--- config.mk ---
export PLATFORM = sky130hd
export DESIGN_NAME = tmr_reg_scrubber
export DESIGN_NICKNAME = d
export VERILOG_FILES = /design/src/rtl/tmr_reg_scrubber_pkg.sv /design/src/rtl/tmr_reg_scrubber_voter.sv /design/src/rtl/tmr_reg_scrubber.sv
export SDC_FILE = /design/constraint.sdc
export NUM_CORES = 1
export LEC_CHECK = 0
export CORE_MARGIN = 3
export CORE_UTILIZATION = 55
export CTS_BUF_LIST = sky130_fd_sc_hd__clkbuf_4 sky130_fd_sc_hd__clkbuf_8
export DETAILED_ROUTE_END_ITERATION = 8
export MAX_ROUTING_LAYER = met4
export PLACE_DENSITY = 0.81
export SLEW_MARGIN = 20
export SYNTH_ARGS = -nofsm -noshare
export SYNTH_HDL_FRONTEND = slang
export SYNTH_SLANG_ARGS = --single-unit
--- constraint.sdc ---
create_clock -name clk_i -period 4.7 [get_ports clk_i]
set_input_delay 0.47 -clock clk_i [delete_from_list [all_inputs] [get_ports clk_i]]
set_output_delay 0.47 -clock clk_i [all_outputs]
set_load 0.1 [all_outputs]
--- src/rtl/tmr_reg_scrubber_pkg.sv ---
// Shared types and constants for the triplicated register scrubber.
package tmr_reg_scrubber_pkg;

    typedef enum logic [1:0] {
        IDLE    = 2'd0,
        CHECK   = 2'd1,
        CORRECT = 2'd2
    } scrub_state_e;

    localparam int NumCopies = 3;

    // Injection target code meaning "no copy".
    localparam logic [1:0] InjectIgnore = 2'd3;

endpackage

--- src/rtl/tmr_reg_scrubber_voter.sv ---
// Single-bit 2-of-3 majority voter; VoterType selects the gate structure,
// all variants compute the same majority function.
module TMR_voter #(
    parameter int unsigned VoterType = 2
) (
    input  logic a_i,
    input  logic b_i,
    input  logic c_i,
    output logic y_o
);

    if (VoterType == 0) begin : g_classical
        assign y_o = (a_i & b_i) | (a_i & c_i) | (b_i & c_i);
    end else if (VoterType == 1) begin : g_kp
        logic diff_ab;
        assign diff_ab = a_i ^ b_i;
        assign y_o     = diff_ab ? c_i : a_i;
    end else begin : g_bn
        logic diff_ab;
        assign diff_ab = a_i ^ b_i;
        assign y_o     = diff_ab ? c_i : b_i;
    end

endmodule

--- src/rtl/tmr_reg_scrubber.sv ---
// Triplicated register with a combinational voted read port and a periodic
// scrub controller that rewrites divergent copies with the voted value.
module tmr_reg_scrubber
    import tmr_reg_scrubber_pkg::*;
#(
    parameter int unsigned          DataWidth     = 32,
    parameter logic [DataWidth-1:0] ResetValue    = '0,
    parameter int                   ScrubInterval = 1024,
    parameter int unsigned          CntWidth      = 8,
    parameter int unsigned          VoterType     = 2
) (
    input  logic                 clk_i,
    input  logic                 rst_ni,
    input  logic                 wr_valid_i,
    output logic                 wr_ready_o,
    input  logic [DataWidth-1:0] wr_data_i,
    output logic [DataWidth-1:0] rd_data_o,
    input  logic                 scrub_en_i,
    input  logic                 scrub_now_i,
    input  logic                 inject_valid_i,
    input  logic [1:0]           inject_copy_i,
    input  logic [DataWidth-1:0] inject_mask_i,
    output logic                 fault_o,
    output logic [2:0]           fault_copy_o,
    output logic [CntWidth-1:0]  err_cnt_o,
    input  logic                 err_cnt_clr_i,
    output logic                 busy_o
);

`ifndef TARGET_SYNTHESIS
    if (ScrubInterval < 1) begin : g_bad_interval
        $fatal(1, "tmr_reg_scrubber: ScrubInterval must be >= 1");
    end
`endif

    localparam int TimerWidth = (ScrubInterval > 1) ? $clog2(ScrubInterval) : 1;
    localparam logic [TimerWidth-1:0] TimerReload = TimerWidth'(ScrubInterval - 1);
    localparam logic [CntWidth-1:0]   CntMax      = '1;

    scrub_state_e state_q, state_d;
    logic [TimerWidth-1:0] timer_q, timer_d;
    logic [DataWidth-1:0]  copy_q [NumCopies];
    logic [DataWidth-1:0]  copy_d [NumCopies];
    logic [DataWidth-1:0]  voted;
    logic [DataWidth-1:0]  vote_q, vote_d;
    logic [NumCopies-1:0]  mismatch;
    logic [NumCopies-1:0]  cmp_q, cmp_d;
    logic [NumCopies-1:0]  fault_copy_q, fault_copy_d;
    logic                  fault_q, fault_d;
    logic [CntWidth-1:0]   err_cnt_q, err_cnt_d;
    logic                  wr_accept;
    logic                  inject_hit;
    logic                  scrub_trigger;

    genvar gi;
    for (gi = 0; gi < DataWidth; gi++) begin : g_vote
        TMR_voter #(
            .VoterType(VoterType)
        ) u_voter (
            .a_i(copy_q[0][gi]),
            .b_i(copy_q[1][gi]),
            .c_i(copy_q[2][gi]),
            .y_o(voted[gi])
        );
    end

    for (gi = 0; gi < NumCopies; gi++) begin : g_cmp
        assign mismatch[gi] = (copy_q[gi] != voted);
    end

    assign rd_data_o     = voted;
    assign wr_accept     = wr_valid_i & wr_ready_o;
    assign scrub_trigger = (scrub_en_i && (timer_q == '0)) || scrub_now_i;
    // Writes and corrections both overwrite every copy, so an injection would be lost anyway.
    assign inject_hit    = inject_valid_i && (inject_copy_i != InjectIgnore)
                           && !wr_accept && (state_q != CORRECT);

    always_ff @(posedge clk_i or negedge rst_ni) begin
        if (!rst_ni) begin
            state_q <= IDLE;
        end else begin
            state_q <= state_d;
        end
    end

    always_comb begin
        state_d = state_q;
        timer_d = timer_q;
        unique case (state_q)
            IDLE: begin
                if (wr_accept) begin
                    timer_d = timer_q;
                end else if (scrub_trigger) begin
                    state_d = CHECK;
                end else if (scrub_en_i && (timer_q != '0)) begin
                    timer_d = timer_q - TimerWidth'(1);
                end
            end
            CHECK: begin
                if (wr_accept || (mismatch == '0)) begin
                    state_d = IDLE;
                    timer_d = TimerReload;
                end else begin
                    state_d = CORRECT;
                end
            end
            default: begin
                state_d = IDLE;
                timer_d = TimerReload;
            end
        endcase
    end

    always_comb begin
        busy_o     = (state_q != IDLE);
        wr_ready_o = (state_q != CORRECT);
    end

    always_comb begin
        for (int k = 0; k < NumCopies; k++) begin
            copy_d[k] = copy_q[k];
            if (state_q == CORRECT) begin
                copy_d[k] = vote_q;
            end else if (wr_accept) begin
                copy_d[k] = wr_data_i;
            end else if (inject_hit && (inject_copy_i == 2'(k))) begin
                copy_d[k] = copy_q[k] ^ inject_mask_i;
            end
        end
    end

    always_comb begin
        vote_d       = (state_q == CHECK) ? voted : vote_q;
        cmp_d        = (state_q == CHECK) ? mismatch : cmp_q;
        fault_d      = (state_q == CORRECT);
        fault_copy_d = (state_q == CORRECT) ? cmp_q : fault_copy_q;
        err_cnt_d    = err_cnt_q;
        // A clear coinciding with a correction still counts that correction.
        if (err_cnt_clr_i) begin
            err_cnt_d = (state_q == CORRECT) ? CntWidth'(1) : '0;
        end else if ((state_q == CORRECT) && (err_cnt_q != CntMax)) begin
            err_cnt_d = err_cnt_q + CntWidth'(1);
        end
    end

    always_ff @(posedge clk_i or negedge rst_ni) begin
        if (!rst_ni) begin
            for (int k = 0; k < NumCopies; k++) begin
                copy_q[k] <= ResetValue;
            end
            timer_q      <= TimerReload;
            vote_q       <= ResetValue;
            cmp_q        <= '0;
            fault_q      <= 1'b0;
            fault_copy_q <= '0;
            err_cnt_q    <= '0;
        end else begin
            for (int k = 0; k < NumCopies; k++) begin
                copy_q[k] <= copy_d[k];
            end
            timer_q      <= timer_d;
            vote_q       <= vote_d;
            cmp_q        <= cmp_d;
            fault_q      <= fault_d;
            fault_copy_q <= fault_copy_d;
            err_cnt_q    <= err_cnt_d;
        end
    end

    assign fault_o      = fault_q;
    assign fault_copy_o = fault_copy_q;
    assign err_cnt_o    = err_cnt_q;

endmodule

==> impl_metrics.yaml <==
cts:
  postCtsResizedCells: 0
  path_clk_slew_ps: 80
  cts_tree: "done"
  postCtsSetupRepairBufs: 0
  clock_sinks: 155
  cts_buffers: 17
  cts_max_level: 4
  clockBufferDepth: 2
  cts-root-buf: "clkbuf_8"
  worst_skew_pair.late_latency_ps: 460
  hold_buffers: 0
floorplan:
  num_io_pins: 119
  die-area_um2: 19400
  start_util_pct: 56.4
  rows: 48
  die_h_um: 139
  coreArea_um2: 17400
  die_w_um: 139
sta:
  drv_slew: 0
  timing_hold_violations_final: 0
  setup_ws_ps: 1510
  finalCritPeriodShare_pct: 68.0
  worst_pin_slew_ps: 1060
  finalSetupViolCount: 0
  timing.final.crit_period_ps: 3190
  totalNegativeSetupSlack_ps: 0
  rsz0062_at_grt: "false"
  clock_skew_ps: 11.2
  fmax_mhz: 313
  relSlewSlack_pct: 29.4
detailed_routing:
  postRouteAntennaNets: 0
  drc: 0
  wl_per_cell_um: 20.1
  totalWireLength_mm: 28.1
  drt_iter0_drc: 791
  num_vias: 9223
  post_drt_via_cell_ratio: 6.61
  dr.pass1.iters: 6
layout:
  fillers: 1460
  final_common_cell: "o21ai_0"
  multi_input_area_um2: 5380
  synthToLayoutAreaGrowth_pct: 15.6
  final_area_um2: 11300
  layout_common_cells: "o21ai_0 (224), dfrtp_1 (145), clkdlybuf4s50_1 (117)"
  antenna_cells: 0
  register_area_um2: 3890
  fin_nets: 1233
  drive_gt1_share_pct: 8.97
synth:
  synth_top_area_share_pct: 37.1
  synth-seq-cells: 155
  synthCells: 1102
  synth_area_leader_cell: "dfrtp_1"
  ys.flop_type: "dfrtp_1"
  synth_edf_count: 0
  yosysWarnings: 0
  seq_area_frac_synth_pct: 39.8
  postSynthAreaPerCell_um2: 8.88
  synthArstFlopShare_pct: 100
  yosysUniqueCellTypes: 49
  yosys-top-cells-area: "dfrtp_1 (37%), o21ai_0 (11%), a22o_1 (8.6%)"
  synth_area_um2: 9790
  syn_nets: 1177
power:
  p_int_mw: 2.87
  p_leak_nw: 4.96
  pwr-share-comb_pct: 39.4
  p_clk_share_pct: 20.5
  p_switching_mw: 2.21
  pwr-share-seq_pct: 40.0
  p_per_area_nw_per_um2: 449
  peakVddDrop_uv: 374
  p_sw_share_pct: 43.4
outcome:
  status: "complete, no violations"
placed_design:
  place.gp.congestion: 0.989
  placed_area_um2: 10900
  dp_hpwl_mm: 19.5
  port_buffers: 118
  pre_cts_slack_ps: 1750
worst_setup_path:
  r2r-start: "state_q[0]"
  crit_fanout: 20
  crit_path_end_kind: "output pin"
  reg2reg_slack_ps: 1830
  worstPathRequired_ps: 4230
  r2r-end: "copy_q[7]"
  start_kind: "flip-flop"
  r2r_cells: 8
  crit_type: "reg -> out"
  crit_arrival_ps: 2720
global_route:
  grt_pass1_wl_mm: 44.8
  track_usage_pct: 29.3
  grt.overflow.total: 0
  grt_max_degree: 79
  grt_pass1_vias: 8509
  antenna_found_initial: 0
worst_hold_path:
  hp-class: "in -> async"
run:
  maxCapViolations: 0
Yosys cell counts, types with 5 or more instances:
cell	number
dfstp_2	10
or3b_2	5
clkbuf_1	56
a221oi_1	17
nor4_1	11
o21ai_0	224
nand4_1	17
a22oi_1	10
nand3b_1	6
a2111oi_0	12
and3_1	33
a21oi_1	49
nand2_1	94
nor2_1	31
o21a_1	10
nor3b_1	52
mux2_2	32
a22o_1	96
dfrtp_1	145
nand2b_1	6
and3b_1	39
buf_4	32
nor2b_1	18
buf_1	5
a21o_1	22
inv_1	25
state kept, by name, summed over array words and instances, names as in the netlist:
| name | cells |
|---|---|
| err_cnt_o | 8 |
| fault_o | 1 |
| copy_q | 96 |
| state_q | 2 |
| cmp_q | 3 |
| fault_copy_o | 3 |
| vote_q | 32 |
| timer_q | 10 |
worst max path at each step:
stage / startpoint / end / slack [ps] / depth (start not counted)
floorplan: err_cnt_o[0] / err_cnt_o[5] / 2310 / 7
global placement: wr_valid_i / copy_q[61] / 1810 / 5
detailed placement: wr_valid_i / copy_q[1] / 1750 / 5
CTS: state_q[0] / wr_ready_o / 1510 / 4
global route: state_q[0] / wr_ready_o / 1420 / 4
finish: state_q[0] / wr_ready_o / 1510 / 4
power by group through the flow:
| stage | logic (mW) | clock network [mW] | registers (mW) |
|---|---|---|---|
| after floorplan | 1.57 | 0 | 1.96 |
| after global placement | 1.95 | 0 | 2.02 |
| after detailed placement | 1.99 | 0 | 2.04 |
| after CTS | 2.00 | 1.05 | 2.01 |
| after global routing | 2.13 | 1.11 | 2.08 |
| final | 2.00 | 1.04 | 2.03 |
kinds of logic (layout without fill, tap and decap cells):
family          after synthesis  after routing  share of synthesized area, %
flops                       155            155                          39.8
xor+xnor                      8              8                         0.716
compound gates              456            456                          29.6
simple gates                330            330                          20.1
fa+ha+maj                     2              2                         0.256
buf+inv                     118            187                          5.75
mux                          33             33                          3.78
cell type report:
type                       instances  share of cell area (%)
sequential                       155                    34.4
timing repair buffer             130                    11.2
multi-input combinational        829                    47.5
inverter                          25                   0.829
clock inverter                    14                    1.36
tap                              225                    2.49
clock buffer                      18                    2.13
critical path, stage by stage, from the launching register on:
cell and delay, ps:
dfrtp_1 370, nand2b_1 110, buf_4 250, buf_4 330
clkdlybuf4s50_1 1190
per-layer routing:
| layer | vias up | wire [um] | GRT usage, % |
|---|---|---|---|
| li1 | 4230 | - | - |
| met1 | 4514 | 12200 | 39.4 |
| met2 | 411 | 12800 | 44.4 |
| met3 | 68 | 2060 | 4.81 |
| met4 | 0 | 996 | 12.6 |
| met5 | - | 0 | - |
per-stage QoR:
stage | instances | total power [mW] | hold slack (ps) | util (%)
after floorplan | 1102 | 3.52 | 174 | -
after global placement | 1364 | 3.97 | 452 | 62.9
after detailed placement | 1364 | 4.02 | 455 | 62.9
after CTS | 1396 | 5.06 | 47.1 | 65.2
after global routing | 1396 | 5.32 | 70.3 | 65.2
final | 1396 | 5.08 | 20.4 | 65.2
(Power assumes the default switching activity.)
